<file path="src/rtl/cook_scheduler_pkg.sv">
// Shared definitions for the microwave cook-cycle controller: state
// encodings, BCD digit limits and power-level helper.
package cook_defs;

  localparam int DIGIT_W = 4;

  localparam logic [DIGIT_W-1:0] MAX_DIGIT     = 4'd9;
  localparam logic [DIGIT_W-1:0] MAX_SEC_TENS  = 4'd5;
  localparam logic [3:0]         DEFAULT_POWER = 4'd10;

  typedef enum logic [1:0] {
    ST_IDLE  = 2'd0,
    ST_COOK  = 2'd1,
    ST_PAUSE = 2'd2,
    ST_DONE  = 2'd3
  } cook_state_e;

  // Out-of-range power settings (0 or above 10) mean full power.
  function automatic logic [3:0] power_effective(input logic [3:0] lvl);
    return ((lvl == 4'd0) || (lvl > DEFAULT_POWER)) ? DEFAULT_POWER : lvl;
  endfunction

endpackage

</file>
<file path="src/rtl/cook_scheduler_bcd_down_timer.sv">
// Four-digit BCD mm:ss register with keypad shift-load, clear and
// one-second decrement with borrow. Seconds above 59 count down as entered.
module bcd_down_timer
  import cook_defs::*;
(
  input  logic               clk,
  input  logic               resetn,
  input  logic               load,
  input  logic               clear,
  input  logic               dec,
  input  logic [DIGIT_W-1:0] load_digit,
  output logic [DIGIT_W-1:0] min_tens,
  output logic [DIGIT_W-1:0] min_ones,
  output logic [DIGIT_W-1:0] sec_tens,
  output logic [DIGIT_W-1:0] sec_ones,
  output logic               is_zero,
  output logic               is_one
);

  logic [DIGIT_W-1:0] mt_q, mt_d, mo_q, mo_d, st_q, st_d, so_q, so_d;

  // Digit register with synchronous active-low reset.
  always_ff @(posedge clk) begin
    if (!resetn) begin
      mt_q <= '0;
      mo_q <= '0;
      st_q <= '0;
      so_q <= '0;
    end else begin
      mt_q <= mt_d;
      mo_q <= mo_d;
      st_q <= st_d;
      so_q <= so_d;
    end
  end

  // Clear wins over load, load over decrement; decrement never wraps below 00:00.
  always_comb begin
    mt_d = mt_q;
    mo_d = mo_q;
    st_d = st_q;
    so_d = so_q;
    if (clear) begin
      mt_d = '0;
      mo_d = '0;
      st_d = '0;
      so_d = '0;
    end else if (load) begin
      mt_d = mo_q;
      mo_d = st_q;
      st_d = so_q;
      so_d = load_digit;
    end else if (dec && !is_zero) begin
      if (so_q != '0) begin
        so_d = so_q - 4'd1;
      end else if (st_q != '0) begin
        st_d = st_q - 4'd1;
        so_d = MAX_DIGIT;
      end else begin
        st_d = MAX_SEC_TENS;
        so_d = MAX_DIGIT;
        if (mo_q != '0) begin
          mo_d = mo_q - 4'd1;
        end else begin
          mo_d = MAX_DIGIT;
          mt_d = mt_q - 4'd1;
        end
      end
    end
  end

  assign min_tens = mt_q;
  assign min_ones = mo_q;
  assign sec_tens = st_q;
  assign sec_ones = so_q;
  assign is_zero  = (mt_q == '0) && (mo_q == '0) && (st_q == '0) && (so_q == '0);
  assign is_one   = (mt_q == '0) && (mo_q == '0) && (st_q == '0) && (so_q == 4'd1);

endmodule

</file>
<file path="src/rtl/cook_scheduler.sv">
// Cook-cycle controller: button edge detection, IDLE/COOK/PAUSE/DONE FSM,
// one-second prescaler, power-modulation phase and magnetron enable.
module cook_scheduler
  import cook_defs::*;
#(
  parameter int TICKS_PER_SEC = 100,
  parameter int DUTY_PERIOD   = 10
) (
  input  logic               clk,
  input  logic               resetn,
  input  logic               startn,
  input  logic               stopn,
  input  logic               clearn,
  input  logic               door_closed,
  input  logic               load_en,
  input  logic [3:0]         load_digit,
  input  logic [3:0]         power_level,
  output logic               mag_on,
  output logic               timer_done,
  output logic               beep,
  output logic [1:0]         state,
  output logic [DIGIT_W-1:0] min_tens,
  output logic [DIGIT_W-1:0] min_ones,
  output logic [DIGIT_W-1:0] sec_tens,
  output logic [DIGIT_W-1:0] sec_ones
);

  localparam int PRE_W = (TICKS_PER_SEC > 1) ? $clog2(TICKS_PER_SEC) : 1;
  localparam int PH_W  = (DUTY_PERIOD > 1) ? $clog2(DUTY_PERIOD) : 1;
  localparam logic [PRE_W-1:0] PRE_LAST = PRE_W'(TICKS_PER_SEC - 1);
  localparam logic [PH_W-1:0]  PH_LAST  = PH_W'(DUTY_PERIOD - 1);

  cook_state_e      state_q, state_d;
  logic [PRE_W-1:0] pre_q, pre_d;
  logic [PH_W-1:0]  phase_q, phase_d;
  logic             timer_done_q, timer_done_d;
  logic [2:0]       btn_cur_q, btn_cur_d, btn_prev_q, btn_prev_d;

  logic start_p, stop_p, clear_p, tick;
  logic t_load, t_clear, t_dec, t_zero, t_one;

  // Button bit order is {clear, stop, start}; a press is a registered 1->0 edge.
  assign btn_cur_d  = {clearn, stopn, startn};
  assign btn_prev_d = btn_cur_q;
  assign start_p    = btn_prev_q[0] & ~btn_cur_q[0];
  assign stop_p     = btn_prev_q[1] & ~btn_cur_q[1];
  assign clear_p    = btn_prev_q[2] & ~btn_cur_q[2];
  assign tick       = (pre_q == PRE_LAST);

  // State, counters and button history with synchronous active-low reset.
  always_ff @(posedge clk) begin
    if (!resetn) begin
      state_q      <= ST_IDLE;
      pre_q        <= '0;
      phase_q      <= '0;
      timer_done_q <= 1'b0;
      btn_cur_q    <= '1;
      btn_prev_q   <= '1;
    end else begin
      state_q      <= state_d;
      pre_q        <= pre_d;
      phase_q      <= phase_d;
      timer_done_q <= timer_done_d;
      btn_cur_q    <= btn_cur_d;
      btn_prev_q   <= btn_prev_d;
    end
  end

  // Next-state logic and timer strobes; clear beats stop beats start.
  always_comb begin
    state_d      = state_q;
    pre_d        = pre_q;
    phase_d      = phase_q;
    timer_done_d = 1'b0;
    t_load       = 1'b0;
    t_clear      = 1'b0;
    t_dec        = 1'b0;
    case (state_q)
      ST_IDLE: begin
        if (clear_p || stop_p) begin
          t_clear = 1'b1;
        end else if (start_p && door_closed && !t_zero) begin
          state_d = ST_COOK;
          pre_d   = '0;
          phase_d = '0;
        end else if (load_en && (load_digit <= MAX_DIGIT)) begin
          t_load = 1'b1;
        end
      end
      ST_COOK: begin
        if (clear_p) begin
          state_d = ST_IDLE;
          t_clear = 1'b1;
        end else if (stop_p || !door_closed) begin
          state_d = ST_PAUSE;
        end else if (tick) begin
          pre_d   = '0;
          phase_d = (phase_q == PH_LAST) ? '0 : phase_q + PH_W'(1);
          t_dec   = 1'b1;
          if (t_one) begin
            state_d      = ST_DONE;
            timer_done_d = 1'b1;
          end
        end else begin
          pre_d = pre_q + PRE_W'(1);
        end
      end
      ST_PAUSE: begin
        if (clear_p || stop_p) begin
          state_d = ST_IDLE;
          t_clear = 1'b1;
        end else if (start_p && door_closed) begin
          state_d = ST_COOK;
        end
      end
      ST_DONE: begin
        if (clear_p || stop_p || !door_closed) begin
          state_d = ST_IDLE;
          t_clear = 1'b1;
        end
      end
      default: state_d = ST_IDLE;
    endcase
  end

  bcd_down_timer u_timer (
    .clk        (clk),
    .resetn     (resetn),
    .load       (t_load),
    .clear      (t_clear),
    .dec        (t_dec),
    .load_digit (load_digit),
    .min_tens   (min_tens),
    .min_ones   (min_ones),
    .sec_tens   (sec_tens),
    .sec_ones   (sec_ones),
    .is_zero    (t_zero),
    .is_one     (t_one)
  );

  // Raw door input gates the magnetron so opening the door cuts it immediately.
  assign mag_on     = (state_q == ST_COOK) && door_closed &&
                      (32'(phase_q) < 32'(power_effective(power_level)));
  assign timer_done = timer_done_q;
  assign beep       = (state_q == ST_DONE);
  assign state      = state_q;

endmodule
</file>
<file path="config.mk">
export PLATFORM = sky130hd
export DESIGN_NAME = cook_scheduler
export DESIGN_NICKNAME = d
export VERILOG_FILES = /design/src/rtl/cook_scheduler_pkg.sv /design/src/rtl/cook_scheduler_bcd_down_timer.sv /design/src/rtl/cook_scheduler.sv
export SDC_FILE = /design/constraint.sdc
export NUM_CORES = 1
export LEC_CHECK = 0
export ABC_CLOCK_PERIOD_IN_PS = 7000
export CORE_AREA = 2 2 64 66
export DETAILED_ROUTE_END_ITERATION = 10
export DIE_AREA = 0 0 66 68
export PLACE_DENSITY = 0.84
export SLEW_MARGIN = 20
export SYNTH_ARGS = -nofsm -noshare
export SYNTH_HDL_FRONTEND = slang
export SYNTH_HIERARCHICAL = 1
export SYNTH_SLANG_ARGS = --single-unit
</file>
<file path="constraint.sdc">
create_clock -name clk -period 7 [get_ports clk]
set_clock_uncertainty 0.2 [all_clocks]
set_input_delay 2.1 -clock clk [delete_from_list [all_inputs] [get_ports clk]]
set_output_delay 2.1 -clock clk [all_outputs]
set_load 0.01 [all_outputs]
</file>
Yosys cells after proc, flatten, opt, wreduce, memory -nomap -nowiden. Index checks and enable logic that the tools add are counted.

Add/sub/neg operators: 6. $lt $le $gt $ge: 3. Equal/unequal tests: 18. Muxes and demuxes: 54. Bitwise gates (word level): 9. Reductions and logical operators: 36.

Operators with widths (number): 2-to-1 mux 4 bit (24); 2-to-1 mux 7 bit (5); zero test 4 bit (5); 2-to-1 mux 2 bit (9); != test 2 bit, second input constant (8); subtractor 4 x 1 -> 4 bit, second input constant (4); one-hot mux 7 bit (2 select lines) (1); 2-to-1 mux 1 bit (12); AND reduction 6 bit (2); nonzero test 4 bit (3); logical AND 1 bit (10); != test 4 bit, second input constant (2); one-hot mux 2 bit (4 select lines) (1); one-hot mux 4 bit (2 select lines) (1); adder 7 x 1 -> 7 bit, second input constant (1); equality test 7 bit, second input constant (1); NOT 1 bit (6); AND reduction 5 bit (1); OR reduction 5 bit (1); adder 4 x 1 -> 4 bit, second input constant (1); equality test 2 bit, second input constant (2); equality test 4 x 1 -> 1 bit, second input constant (1); equality test 4 bit, second input constant (1); > comparator 4 bit, second input constant (1); other kinds (15) (23).

Register bits after elaboration: 36. Logic and storage cells: 136.

Depth between registers and ports, before layout. Gate-level depths: netlist of run 1.

Depth in word-level cells: 11. Mapped depth: 13. Mapped depth without buffers: 13.

Hierarchy. Netlist of run 1, hierarchy kept.

By module, submodules not included: cook_scheduler (instances 1, cells each 133, area an instance 1163.6 µm², sequential area each 400.4 µm²); bcd_down_timer (instances 1, cells each 117, area an instance 949.7 µm², sequential area each 320.3 µm²).

Least setup slack after synthesis of run 1. OpenSTA, ideal clock, no wires.

Path kind: input -> output. Start point: input power_level[0]. End point: output mag_on. Arrival time: 2.996 ns. Data required time: 4.700 ns. Slack: 1.704 ns. Cell stages on the path: 7. Buffers on the path: 0. Cells stage by stage: nor3_1 -> a211oi_1 -> ha_1 -> inv_1 -> a31oi_1 -> o21ai_0 -> a21o_1.

Longest elaborated chain between the ends: 5. Elaborated cells on any way between the ends: 6.

RTL lines: start: declaration (RTL line cook_scheduler.sv:17) `input logic [3:0] power_level,`; > comparator 4 bit or zero test 4 bit (tied branches) (RTL line cook_scheduler_pkg.sv:20) `return ((lvl == 4'd0) || (lvl > DEFAULT_POWER)) ? DEFAULT_POWER : lvl;`; logical OR 1 bit (RTL line cook_scheduler_pkg.sv:20); 2-to-1 mux 4 bit * (RTL line cook_scheduler_pkg.sv:20); < comparator 4 bit * (RTL line cook_scheduler.sv:143) `(32'(phase_q) < 32'(power_effective(power_level)));`; logical AND 1 bit * (RTL line cook_scheduler.sv:142) `assign mag_on = (state_q == ST_COOK) && door_closed &&`; end: declaration (RTL line cook_scheduler.sv:18) `output logic mag_on,`.

Mark *: on every way between the ends. The rest lies on a longest branch, timed or not.

Worst setup path in the final report of run 1.
Start point: input power_level[2]. End point: output mag_on.

The elaborated chain is that of the path after synthesis.

==> out/results.txt, run 1 <==
By startpoint and endpoint, the worst setup path is classified as input pin to output pin. The register-to-register setup slack is 3370 ps, and the initial antenna violation count is 0. The tools report the count of warnings emitted by yosys as 6.

The run gives 0 as the remaining number of nets flagged by the antenna check after routing. Capture instance of the worst register-to-register path: u_timer/sec_tens[3]$_SDFFE_PP0P_. Yosys mapped the design onto 57 distinct sky130hd cell types.

The die is 68 um tall. Prior to clock tree synthesis, the placed netlist has a worst setup slack of 599.5 ps. Of all flip-flops after synthesis, the portion carrying an async set or reset was 0%. After the first detailed-routing iteration, the DRC count stood at 94. Input and output buffers added on the ports amount to 35. The maximum clock insertion buffer count came out at 2. Sequential area share after synthesis: 34.10%.

For this run, the top clock speed supported by timing is 156.4 MHz. For the total DRC errors in the routed layout, the log shows 0. STA classifies the critical path endpoint as an output pin. The number of global-route vias before repair is 1757. In this run the cell area of the synthesized design comes to 0.002113 sq mm.

At the pin with the least slew margin, the transition time is 941.0 ps. The net count of the finished layout is 307. The most frequent cell after synthesis was dfxtp_1. The logs give 1946 for the vias after detailed routing and 290 ps for the worst-skew pair later-pin latency. In the routed layout, each cell is associated on average with a via count of 5.809. The hold-critical path depth was 1; the number of levels in the clock H-tree was 2.

The finished cells cover 0.002621 sq mm. In the finished design, the share of the clock period the worst path needs comes to 91.33%. The number of hold-repair buffers added at the cts stage came out at 0. The first-pass GRT wire length is 7.797 mm.

Number of synthesized flops with an enable pin: 0. In the synthesized netlist, the cells that appear most often are dfxtp_1 (36), a21oi_1 (21), nor2_1 (20). The total count of hold-check failures in the final report was 0.

Entering global routing, the biggest net connects 24 pins. The finished layout holds 335 standard cells, fillers aside. Library cell occupying the most area in the post-synthesis netlist: dfxtp_1. Counting every instance in the synthesized netlist gives 250. The synthesized netlist devotes 31.56% of its cell area to simple gates. The clock input transition at the sequential cells of the worst setup and hold paths works out to 70 ps. Max-cap violations in this run came to 0.

For the worst setup path, the data required time is 4700 ps. By area the synthesized netlist is led by dfxtp_1 (34%), a21oi_1 (5.0%), ha_1 (4.7%). The detailed-router iteration count before antenna repair is 4.

The most instantiated flip-flop cell in the synthesis netlist was dfxtp_1. In this run the static leakage power is 0.9114 nW. The worst pin sits at a relative slew slack of 37.03%. The final critical path time including I/O delays and setup was 6393 ps. Clock tree synthesis inserted a total of 5 buffers. Fill cells in the final layout number 308.

Setup repair after global routing left no endpoint under its margin. The arrival time at the worst endpoint is 4090 ps, and the global placer's final weighted congestion is 0.8448. After synthesis, the largest family of logic cells by area is simple AND/OR/NAND/NOR gates. CTS placed an instance of clkbuf_8 at the clock tree root. The number of nets produced by synthesis came out at 273. Setup violations remaining at the end of the flow were counted as 0. Across every metal layer, demand over resource in global routing totals 22.46%.

The number of setup buffers added after CTS is 0. The share of post-route cells with drive strength above 1 was 7.719%; the worst-case reg-to-reg path depth was 14. Dividing the detail-routed wire length by the instance count gives 13.56 um. After synthesis, the mean cell area works out to 8.453 sq um.

Area overhead of the layout relative to synthesis: 24.04%. The run gives 0.003856 sq mm as the area inside the core boundary. The portion of synthesized area spent on multiplexers is 0.9473%.

The maximum VDD drop is 0.1266 mV, and the final critical-path setup slack is 606.9 ps. Clock tree synthesis found a total of 36 sinks. The startpoint identified for the worst register-to-register timing path is u_timer/min_tens[0]$_SDFFE_PP0P_.

Setup total negative slack on the finished layout was measured at 0 ps. 0 antenna diodes ended up in the layout. Once placement finished, the instance area stood at 0.002495 sq mm. The run finished with clean final reports. TritonCTS built the clock tree.

After synthesis, the largest area contributor takes up 34.10% of total cell area. Arithmetic-cell share of the synthesized area counting full adders, half adders and majority gates: 4.737%. The tools report the startpoint of the most critical hold path as btn_cur_q[1]$_SDFF_PN1_. The tools report the sink of the worst hold path as btn_prev_q[1]$_SDFF_PN1_. Measured along the x axis, the die boundary spans 66 um. The tools report the launching element type of the critical path as an input pin.

Detailed placement ended at an HPWL of 3.205 mm. The full die area was 0.004488 sq mm; the maximum fanout encountered on the critical timing path was 5. The synthesized netlist devotes 1.658% of its cell area to XOR and XNOR gates. Initial core utilization: 54.80%. Total power for the finished layout comes to 0.0004921 W. The total routed wirelength came out at 4.541 mm. The number of placement rows was 23; the cell count after placement was 327. During I/O placement, the number of pins put on the boundary was 36. The tools report the number of slew-limit violations in the final report as 0. After global routing the overflow that remains totals 0. In this run the worst hold path is classified as register to register. The synthesized netlist devotes 22.56% of its cell area to compound gates. The ratio of total power to cell area was 187.7 mW/mm^2; the post-synthesis sequential element count was 36. After clock tree synthesis, the repair step resized 0 gates.
## where the power goes
part,leakage (nW),switching (W),internal (W),total [W]
Clock,0.0645,0.0000739,0.000126,0.000200
Sequential,0.292,0.00000755,0.000210,0.000218
Combinational,0.555,0.0000402,0.0000344,0.0000746
## worst max-delay path by stage
stage	from	endpoint	depth (start not counted)
floorplan	power_level[0]	mag_on	7
global placement	power_level[3]	mag_on	9
detailed placement	power_level[2]	mag_on	9
CTS	power_level[2]	mag_on	9
global route	power_level[3]	mag_on	9
finish	power_level[2]	mag_on	9
## routing by layer
layer | GRT usage (%) | up-vias | part of all wire, %
met4 | 8.673 | 0 | 2.0
met1 | 29.75 | 872 | 47
met3 | 4.934 | 8 | 5.5
met2 | 35.98 | 61 | 45
met5 | 0 | - | 0
li1 | - | 1005 | -
## cells by family (layout without fill, tap and decap cells)
group,Yosys count,in the layout
AO/OA/AOI/OAI,74,74
multiplexers,2,2
AND/OR/NAND/NOR,104,104
buffers and inverters,22,57
flip-flops,36,36
adder cells (fa/ha/maj),8,8
XOR/XNOR,4,4
## stage by stage
stage | hold slack [ps] | utilization (%)
finish | 264.4 | 67.98
global route | 292.2 | 67.98
CTS | 267.7 | 67.98
detailed placement | 249.7 | 64.70
global placement | 225.2 | 64.70
floorplan | 211.6 | -
## state kept, by name, summed over array words and instances, names as in the netlist
name,count
btn_prev_q,3
u_timer/min_tens,4
timer_done,1
state,2
btn_cur_q,3
u_timer/min_ones,4
u_timer/sec_ones,4
pre_q,7
u_timer/sec_tens,4
phase_q,4
## worst max-delay path, cell delays in order
cell	delay, ps
clkdlybuf4s50_1	540
nor3_1	60
a211oi_1	220
ha_1	270
inv_1	60
a31oi_1	30
o21ai_0	150
a21o_1	130
clkdlybuf4s50_1	520
## placed cells by master (no fill, tap or decap), drive strengths merged, types with 5 or more instances in the layout
cell / n
a21oi: 21
nor2: 20
clkdlybuf4s50: 35
ha: 8
nand2b: 12
nor2b: 5
dfxtp: 36
a211oi: 6
nor4: 5
nor3: 9
o21ai: 23
inv: 12
nand2: 14
or4: 5
nand3: 11
clkbuf: 7
## area by class of cell
cell class | instances | area, sq um | area share [%]
Multi-Input combinational cell | 192 | 1305 | 49.79
Sequential cell | 36 | 720.7 | 27.49
Timing Repair Buffer | 36 | 357.8 | 13.65
Clock buffer | 7 | 96.34 | 3.675
Tap cell | 50 | 62.56 | 2.387
Inverter | 13 | 48.80 | 1.862
Clock inverter | 1 | 30.03 | 1.146
Note: power is estimated with default switching activity, not from simulation.
==> run 2, diff against run 1 <==
SKIP_LAST_GASP = 1   (was unset)
==> results of run 2 <==
No change in the layout: final DEF, timing and power equal those of run 1.
==> run 3, diff against run 2 <==
ABC_CLOCK_PERIOD_IN_PS = 6800   (was 7000)
CORE_AREA = 2 2 67 69   (was 2 2 64 66)
DIE_AREA = 0 0 69 71   (was 0 0 66 68)
PLACE_DENSITY = 0.77   (was 0.84)
clock period = 6.8 ns   (was 7 ns; I/O delays follow)
==> run 3 against run 2 <==
Compared with the run above: sequential power rose by 3%; hold slack got worse by 16 ps; design area decreased by 0.95%; non-clock buffer count stayed put; first-iteration DRC count up 51%; core utilization decreased by 6.2 points; global-route usage is 2.2 points lower.
==> out/results.txt, run 3 (synthesis results as in run 1) <==
For the final critical-path setup slack, the log shows 499.0 ps (-107.9 ps). Area inside the core boundary: 0.004204 sq mm (+9.0%). The maximum clock insertion buffer count is 2 (unchanged). The max capacitance violation total came out at 0 (unchanged). The tightest min-delay check is of the register to register type.

The static power due to leakage is 0.8978 nW (-1.5%), and the register-to-register setup slack is 3120 ps (-250 ps). The total count of hold-check failures in the final report was 0 (unchanged). The run gives 0 (unchanged) as the initial antenna violation count. Post-CTS setup buffer count: 0 (unchanged). The top cell types in the final layout, fill and taps aside, are dfxtp_1 (36), clkdlybuf4s50_1 (35), a21oi_1 (21), nor2_1 (20), o21ai_0 (17).

The run gives 0 (unchanged) as the remaining number of nets flagged by the antenna check after routing. The largest net degree at the start of global routing came out at 24 (unchanged). The capture instance of the worst register-to-register path is u_timer/sec_tens[3]$_SDFFE_PP0P_.

The total routed wirelength was 4.671 mm (+2.9%). Setup repair after global routing left no endpoint under its margin. The met2 wire length was 2.186 mm (+6.3%).

The final HPWL from detailed placement came out at 3.321 mm (+3.6%). For the wire length the detailed router placed on met1, the log shows 2.237 mm (+4.3%). The ratio of total power to cell area works out to 176.1 mW/mm^2 (-6.2%).

The switching power as a share of total power was 27.21% (+2.5 points); the pre-CTS worst setup slack was 479.3 ps (-120.2 ps). The total of buffers placed on input and output ports is 35 (unchanged). The tools report the number of slew-limit violations in the final report as 0 (unchanged). The run finished with clean final reports. The worst hold path begins at btn_cur_q[1]$_SDFF_PN1_.

The global placer's final weighted congestion is 0.8454 (about the same). The minimum hold slack was 248.8 ps (-15.67 ps). The tools report the amount of wire on met3 after detailed routing as 214 um (-14%). The logs give 33.94% (-3.1 points) for the relative slew slack and 4560 ps (-140 ps) for the required time at the worst-slack endpoint. The area growth from synthesis to layout is 22.85%. The combined global-route utilization of all metal layers was 20.25% (-2.2 points). CTS placed an instance of clkbuf_8 at the clock tree root. Beginning of the worst register-to-register path: u_timer/min_tens[0]$_SDFFE_PP0P_. The combinational fraction of design power came out at 17.0% (+1.8 points).

The number of levels in the clock H-tree was 2 (unchanged); the worst-case reg-to-reg path depth was 14 (unchanged). The number of top-level pins is 36 (unchanged), and the first-pass GRT wire length is 8.307 mm (+6.5%). The tools report the part of the power in the clock network as 33.9% (-6.7 points). For the final sum of negative setup slack, the log shows 0 ps (unchanged).

The tools report the number of placement rows as 24 (+4.3%). The full die area is 0.004899 sq mm (+9.2%), and the detailed-router iteration count before antenna repair is 4 (unchanged). The initial core utilization is 50.27% (-4.5 points). The detailed router used layers up to and including met4. Global-route congestion overflow total: 0 (unchanged).

The logs give 5 (unchanged) for the TritonCTS buffer count and 142 (+51%) for the number of DRC markers after the initial detailed-route iteration. Internal power component: 0.0003328 W (-10%). The register with the most flip-flops is pre_q. The maximum VDD drop was 0.1117 mV (-12%); the worst-skew pair later-pin latency was 280 ps (about the same). STA classifies the critical path startpoint as an input pin.

The hold-critical path depth works out to 1 (unchanged). The height of the die was 71 um (+4.4%). The cell count after placement is 329 (+0.61%). The number of flip-flops in the largest register is 7 (unchanged), and the final antenna diode count is 0 (unchanged). The setup path with the least slack is of type input pin to output pin.

The run gives 307 (unchanged) as the net total in the final layout. The average detailed-routed wire length per instance is 13.86 um (+2.3%). The tools report the register share of total power as 49.1% (+4.8 points).

The average vias per placed instance was 5.908 (+1.7%); the number of hold-repair buffers added at the cts stage was 0 (unchanged). The switching component of the power is 0.0001244 W (+2.3%), and the share of post-route cells with drive strength above 1 is 8.070% (+0.35 points). The tools report the non-filler instance count after layout as 337 (+0.60%). The worst setup path is captured at an output pin. The horizontal die dimension came out at 69 um (+4.5%).

The total DRC errors in the routed layout came out at 0 (unchanged). The tools report the arrival time at the worst endpoint as 4060 ps (-30 ps). The final critical path time including I/O delays and setup came out at 6301 ps.

The vias after detailed routing came out at 1991 (+2.3%). TritonCTS built the clock tree. The sink of the worst hold path is btn_prev_q[1]$_SDFF_PN1_. The post-cts gate resize count was 0 (unchanged); the clock input transition at the sequential cells of the worst setup and hold paths was 70 ps (about the same).

The tools report the count of endpoints failing setup in the final report as 0 (unchanged). The final critical path takes up 92.66% of the cycle. The clock sink total was 36 (unchanged); the transition time at the pin with the least slew margin was 987.1 ps (+46.15 ps). Derived from the worst setup path, the maximum achievable clock frequency is 158.7 MHz.

The maximum fanout encountered on the critical timing path came out at 5 (unchanged). Number of global-route vias before repair: 1838 (+4.6%). The most frequent standard cell in the layout excluding fill and tap cells was dfxtp_1.
-- run 3: cell count changes in the layout (fill, tap and decap cells not counted) --
cell and change:
nor4b_2 +1, clkbuf_8 -1, clkinv_2 +2, nor4b_1 -1, bufinv_16 -1
-- run 3: layout make-up --
class | count | area [sq um]
multi-input combinational | 192 | 1311
clock buffer | 6 | 82.58
tap | 52 | 65.06
sequential | 36 | 720.7
clock inverter | 2 | 10.01
inverter | 13 | 48.80
timing repair buffer | 36 | 357.8
fill | 378 | 1608
-- run 3: how the worst max path moves through the flow --
stage | endpoint | slack [ps] | startpoint
finish | mag_on | 500 | power_level[2]
global route | mag_on | 350 | power_level[3]
global placement | mag_on | 590 | power_level[2]
floorplan | mag_on | 1620 | power_level[0]
CTS | mag_on | 480 | power_level[2]
detailed placement | mag_on | 480 | power_level[2]
-- run 3: critical path, stage by stage --
cell	delay, ps
clkdlybuf4s50_1	540
nor3_1	60
a211oi_1	250
ha_1	280
inv_1	50
a31oi_1	30
o21ai_0	160
a21o_1	130
clkdlybuf4s50_1	520
-- run 3: stage by stage --
step / area [sq um] / utilization, % / power [W]
2_1_floorplan: 2113 / - / 0.0002774
3_3_place_gp: 2497 / 59.40 / 0.0003044
3_5_place_dp: 2497 / 59.40 / 0.0003058
4_1_cts: 2590 / 61.61 / 0.0004598
5_1_grt: 2596 / 61.76 / 0.0004776
6_report: 2596 / 61.76 / 0.0004572
-- run 3: metal layers --
metal	track usage, %	up-vias
met2	34.19	46
li1	-	1008
met4	5.011	0
met3	3.846	5
met1	26.86	932
met5	0	-
-- run 3: power groups by stage --
stage                     combinational [W]  clock [W]  sequential [W]
final                             0.0000776   0.000155        0.000224
after floorplan                   0.0000481          0        0.000229
after global placement            0.0000753          0        0.000229
after global routing              0.0000859   0.000166        0.000226
after CTS                         0.0000770   0.000158        0.000225
after detailed placement          0.0000765          0        0.000229
